### config.mk
export PLATFORM = sky130hd
export DESIGN_NAME = vga_timing
export DESIGN_NICKNAME = d
export VERILOG_FILES = /design/src/rtl/vga_timing.sv
export SDC_FILE = /design/constraint.sdc
export NUM_CORES = 1
export LEC_CHECK = 0
export CORE_ASPECT_RATIO = 1.1
export CORE_MARGIN = 1.5
export CORE_UTILIZATION = 57
export CTS_CLUSTER_SIZE = 20
export DETAILED_ROUTE_END_ITERATION = 12
export GPL_TIMING_DRIVEN = 0
export HOLD_SLACK_MARGIN = 0.03
export PLACE_DENSITY = 0.84
export SLEW_MARGIN = 20
export SYNTH_ARGS = -nofsm -noshare
export SYNTH_HDL_FRONTEND = slang
export SYNTH_SLANG_ARGS = --single-unit
### constraint.sdc
create_clock -name clk -period 7.69 [get_ports clk]
set_input_delay 1.538 -clock clk [delete_from_list [all_inputs] [get_ports clk]]
set_output_delay 1.538 -clock clk [all_outputs]
set_load 0.005 [all_outputs]
### src/rtl/vga_timing.sv
// VGA raster timing generator: pixel/line counters, sync pulses and per-line/per-frame
// strobes, all registered from the next counter values so every output shares one edge.
module vga_timing #(
    parameter int   H_ACTIVE   = 640,
    parameter int   H_FP       = 16,
    parameter int   H_SYNC     = 96,
    parameter int   H_BP       = 48,
    parameter int   V_ACTIVE   = 480,
    parameter int   V_FP       = 10,
    parameter int   V_SYNC     = 2,
    parameter int   V_BP       = 33,
    parameter logic H_SYNC_POL = 1'b0,
    parameter logic V_SYNC_POL = 1'b0,
    parameter int   CLK_DIV    = 1
) (
    input  logic       clk,
    input  logic       rst_n,
    output logic       pix_stb,
    output logic [9:0] pix_x,
    output logic [9:0] pix_y,
    output logic       h_sync,
    output logic       v_sync,
    output logic       display_on,
    output logic       line_start,
    output logic       frame_start,
    output logic       vblank_start,
    output logic [7:0] frame_count
);

    localparam int H_TOTAL = H_ACTIVE + H_FP + H_SYNC + H_BP;
    localparam int V_TOTAL = V_ACTIVE + V_FP + V_SYNC + V_BP;

    if (H_TOTAL > 1024 || V_TOTAL > 1024) begin : g_total_check
        $error("vga_timing: H_TOTAL and V_TOTAL must not exceed 1024");
    end
    if (H_ACTIVE < 1 || H_FP < 1 || H_SYNC < 1 || H_BP < 1 ||
        V_ACTIVE < 1 || V_FP < 1 || V_SYNC < 1 || V_BP < 1) begin : g_field_check
        $error("vga_timing: every timing field must be non-zero");
    end
    if (CLK_DIV < 1 || CLK_DIV > 16) begin : g_div_check
        $error("vga_timing: CLK_DIV must be within 1..16");
    end

    localparam logic [9:0] H_LAST   = 10'(H_TOTAL - 1);
    localparam logic [9:0] V_LAST   = 10'(V_TOTAL - 1);
    localparam logic [9:0] H_VIS    = 10'(H_ACTIVE);
    localparam logic [9:0] V_VIS    = 10'(V_ACTIVE);
    localparam logic [9:0] HS_START = 10'(H_ACTIVE + H_FP);
    localparam logic [9:0] HS_END   = 10'(H_ACTIVE + H_FP + H_SYNC);
    localparam logic [9:0] VS_START = 10'(V_ACTIVE + V_FP);
    localparam logic [9:0] VS_END   = 10'(V_ACTIVE + V_FP + V_SYNC);
    localparam logic [3:0] DIV_LAST = 4'(CLK_DIV - 1);

    logic [3:0] div;
    logic [9:0] x_next;
    logic [9:0] y_next;
    logic       new_line;
    logic       new_frame;
    logic       new_vblank;

    // With CLK_DIV=1 div never leaves 0, so the strobe decodes to a constant 1.
    assign pix_stb = (div == DIV_LAST);

    always_ff @(posedge clk or negedge rst_n) begin
        if (!rst_n) begin
            div <= '0;
        end else if (pix_stb) begin
            div <= '0;
        end else begin
            div <= div + 4'd1;
        end
    end

    always_comb begin
        x_next = pix_x;
        y_next = pix_y;
        if (pix_stb) begin
            if (pix_x == H_LAST) begin
                x_next = '0;
                y_next = (pix_y == V_LAST) ? 10'd0 : pix_y + 10'd1;
            end else begin
                x_next = pix_x + 10'd1;
            end
        end
    end

    // Pulses only fire on an advancing edge, so they stay one clk wide for any divider.
    assign new_line   = pix_stb && (x_next == 10'd0);
    assign new_frame  = new_line && (y_next == 10'd0);
    assign new_vblank = new_line && (y_next == V_VIS);

    always_ff @(posedge clk or negedge rst_n) begin
        if (!rst_n) begin
            pix_x        <= H_LAST;
            pix_y        <= V_LAST;
            h_sync       <= ~H_SYNC_POL;
            v_sync       <= ~V_SYNC_POL;
            display_on   <= 1'b0;
            line_start   <= 1'b0;
            frame_start  <= 1'b0;
            vblank_start <= 1'b0;
            frame_count  <= '0;
        end else begin
            pix_x        <= x_next;
            pix_y        <= y_next;
            h_sync       <= (x_next >= HS_START && x_next < HS_END) ? H_SYNC_POL : ~H_SYNC_POL;
            v_sync       <= (y_next >= VS_START && y_next < VS_END) ? V_SYNC_POL : ~V_SYNC_POL;
            display_on   <= (x_next < H_VIS) && (y_next < V_VIS);
            line_start   <= new_line;
            frame_start  <= new_frame;
            vblank_start <= new_vblank;
            if (new_vblank) begin
                frame_count <= frame_count + 8'd1;
            end
        end
    end

endmodule

==> reports/summary.md <==
The flow ran to the end, and the final reports show no timing, DRC or antenna violations. The routed wire length was 4880 microns. The DRC violations left is 0, and the mux cell area share after synthesis is 1.93%.

The run gives 1.10 nW as the leakage power total. In this run the vertical extent of the chip is 69.2 microns. The latest clock arrival within the worst-skew pair was 0.30 ns; the net load switching power was 0.0000749 W. The final critical path takes up 51.4% of the cycle. The detailed router finished its first iteration with 148 violations. The clock net in this run drives a total of 38 sinks. The root buffer cell is sky130_fd_sc_hd__clkbuf_8. The simple-gate share of the synthesized area is 30.1%, and the total of cells resized after clock tree synthesis is 0.

Summed over all layers, the global routing overflow is 0. The number of nets handed over by synthesis was 243. The share of final-layout standard cells stronger than drive strength 1 works out to 15.7%. For the worst flop-to-flop path, the logic depth is 7.

By area the synthesized netlist is led by sky130_fd_sc_hd__dfrtp_1 (29%), sky130_fd_sc_hd__dfstp_2 (14%), sky130_fd_sc_hd__xnor2_1 (4.2%), sky130_fd_sc_hd__nand2_1 (4.1%), sky130_fd_sc_hd__nand3_1 (4.0%). The critical path goes through inv_1, ha_1, or3b_1, clkbuf_1, buf_2, inv_2, clkdlybuf4s50_1. The remaining max-slew budget at the tightest pin came out at 51.8%.

The highest net fanout along the worst path is 10, and the number of instances on the worst hold path is 1. TritonCTS built the clock tree. The count of flip-flops with a built-in enable after synthesis works out to 0. The tools report the sum of net half-perimeters after detailed placement as 3610 microns. First-pass iteration count of the detailed router: 4.

Summed over its instances, the top area cell type makes up 28.7% of the synthesized netlist area. The finished layout holds 330 standard cells, fillers aside. The adder-cell area share of the yosys netlist works out to 3.31%. The post-detailed-placement cell area came out at 0.00271 sq mm. The logs give 235 for the number of instances in the synthesized netlist and 2.42 ns for the data arrival time of the critical path. The minimum clock period after layout works out to 3.96 ns. The first global-routing pass estimated 8450 microns of wire. In this run the count of I/O pins placed on the die edge is 37. The power share of the clock group is 44.8%, and the number of library cell types mapped by synthesis is 54. The number of register bits inferred by synthesis is 38, and the deepest level of the CTS H-tree is 2.

The maximum clock rate came out at 0.253 GHz. The synthesized netlist devotes 10.5% of its cell area to compound gates. The run gives 0 as the antenna diode count. VDD sags by at most 0.110 mV. Data on the critical path is required at its endpoint by 6.15 ns. Sequential cells burn 53.8% of the power. The async set-or-reset flop fraction in the synthesized netlist came out at 100%.

The number of antenna violations at the first check in global routing was 0. The worst clock skew was 0.00661 ns. The clock passes through at most 2 buffers. The library cell with the largest summed area after synthesis is sky130_fd_sc_hd__dfrtp_1. The flip-flop cell with the highest count after synthesis was sky130_fd_sc_hd__dfrtp_1. After Yosys synthesis, XOR and XNOR cells account for 7.33% of the synthesized area. The number of global-route vias before repair is 1785. The number of nets in the final layout came out at 287. Global routing used 24.4% of the available tracks across all layers. Net switching is 20.1% of the power. For the final-report max-slew violation count, the log shows 0. Setup repair after global routing left no endpoint under its margin. Power comes to 0.000372 W. The average instance in the mapped netlist occupies 9.66 sq um.

The largest single stage delay on the critical path is 0.51 ns. The combinational group share of total power was 1.3%. The mapped netlist covers 0.00227 sq mm. The width of the chip came out at 63.2 microns.

In the final routed layout, each cell accounts on average for 14.8 microns. Hold is met by 0.470 ns. During placement, the flow inserted port buffers numbering 36.

The area of all placed cells without fillers was 0.00282 sq mm. For this design the ratio of total power to cell area is 132 mW/mm^2. The tools report the CTS buffer count as 5.

After detailed routing, the number of vias per cell comes to 5.99. Counting tap cells, the placed design contains a total of 322 instances. During synthesis, Yosys emitted a total of 0 warnings.

The tools report the starting density of the core as 60.7%. Worst-margin pin slew: 0.716 ns. In the post-synthesis netlist, the cell with the most instances is sky130_fd_sc_hd__dfrtp_1.

The overall die area was 0.00437 sq mm. The category of the critical setup timing path was register to output port. The area added between synthesis and finish was 24.1%; the final hold violation count was 0. The worst setup path is launched from a register. The path class of the lowest-slack min-delay path is register to register. Once the clock tree was built, the setup fixing pass inserted 0 buffers. By count the netlist is led by sky130_fd_sc_hd__dfrtp_1 (26), sky130_fd_sc_hd__nand2_1 (25), sky130_fd_sc_hd__nand3_1 (18), sky130_fd_sc_hd__dfstp_2 (12), sky130_fd_sc_hd__inv_1 (12). The layout has 285 filler cells. The number of failing setup endpoints in the final timing report is 0. The tools report the endpoint class of the critical path as an output port.

The run gives 0 as the number of maximum-capacitance violations. For the area taken by flip-flops and latches, the log shows 966 sq um. The congestion estimate from routability-driven global placement came to 0.852. In the final layout, the multi-input gates occupy 0.00121 sq mm.

After clock tree synthesis, the clock-pin slew on the worst setup and hold paths is 0.08 ns. The core region is 0.00374 sq mm. The site row count came out at 23. The number of hold buffers added after CTS was 0. The logs give 0 ns for the sum of negative setup slack and 27 for the largest net degree at the start of global routing. On the critical path, the stage with the largest delay is an instance of sky130_fd_sc_hd__clkdlybuf4s50_1. The detail route stage leaves a number of antenna-violating nets equal to 0. The dominant combinational cell family by area after synthesis was simple AND/OR/NAND/NOR gates.

The logs give 1976 for the total vias in the final route and 42.5% for the share of synthesized area occupied by flip-flops and latches. The cell internal power dissipation was 0.000297 W.
==> power groups by stage <==
| stage | combinational, W | sequential, W | clock, W |
|---|---|---|---|
| after floorplan | 0.000000000428 | 0.000204 | 0 |
| after global placement | 0.00000431 | 0.000204 | 0 |
| after detailed placement | 0.00000535 | 0.000204 | 0 |
| after CTS | 0.00000537 | 0.000200 | 0.000172 |
| after global routing | 0.00000608 | 0.000200 | 0.000179 |
| final | 0.00000499 | 0.000200 | 0.000166 |
==> cell families (layout without fill, tap and decap cells) <==
logic type | Yosys count | count (layout)
xor+xnor | 19 | 19
buf+inv | 24 | 69
mux | 3 | 3
compound gates | 35 | 35
flops | 38 | 38
simple gates | 110 | 110
fa+ha+maj | 6 | 6
==> cell type report <==
type	count	area share [%]
buffer	11	1.73
clock buffer	5	2.44
inverter	13	1.73
tap	50	2.22
multi-input combinational	173	42.9
clock inverter	3	1.42
sequential	38	34.3
timing repair buffer	37	13.3
==> worst paths after layout <==
check | slack [ns] | startpoint | endpoint
worst max-delay path | 3.73 | div[0] | pix_stb
worst min-delay path | 0.47 | frame_count[7] | frame_count[7]
worst max register to register | 4.53 | pix_x[3] | frame_count[1]
worst min register to register | 0.47 | frame_count[7] | frame_count[7]
max in group asynchronous | 6.06 | rst_n | v_sync
min in group asynchronous | 1.13 | rst_n | pix_x[5]
==> worst max-delay path, delay by kind of cell, from the launching register on <==
family,cells,cell delay (ns)
adder cells (fa/ha/maj),1,0.20
buffers and inverters,5,1.15
flip-flops,1,0.41
AND/OR/NAND/NOR,1,0.35
==> registers in the layout, summed over array words and instances, names as in the netlist <==
name	count
vblank_start	1
display_on	1
v_sync	1
div	4
frame_start	1
line_start	1
pix_x	10
frame_count	8
pix_y	10
h_sync	1
==> placed cells by master, fill, tap and decap left out, drive strengths merged, types with 3 or more instances in the layout <==
cell / n
a21oi: 5
buf: 6
clkbuf: 12
clkdlybuf4s50: 35
dfrtp: 26
dfstp: 12
ha: 6
inv: 13
nand2: 25
nand2b: 3
nand3: 18
nand4: 9
nand4b: 4
nor2: 11
nor2b: 4
nor3: 8
nor4: 7
o21ai: 11
o31ai: 5
or2: 5
or4: 6
xnor2: 11
xor2: 8
==> metal layers <==
metal,GRT usage (%),part of all wire (%),vias to the layer above
met1,33.6,43,949
met4,11.6,2.6,0
met5,0,0,-
met3,4.22,5.7,13
met2,37.6,48,77
li1,-,-,937
==> stage by stage <==
step | setup slack, ns | util (%)
final | 3.73 | 75.3
after global routing | 3.61 | 75.3
after CTS | 3.70 | 75.3
after detailed placement | 4.06 | 72.4
after global placement | 4.08 | 72.0
after floorplan | 4.74 | -
No activity file was read; power rests on OpenSTA's default activity.
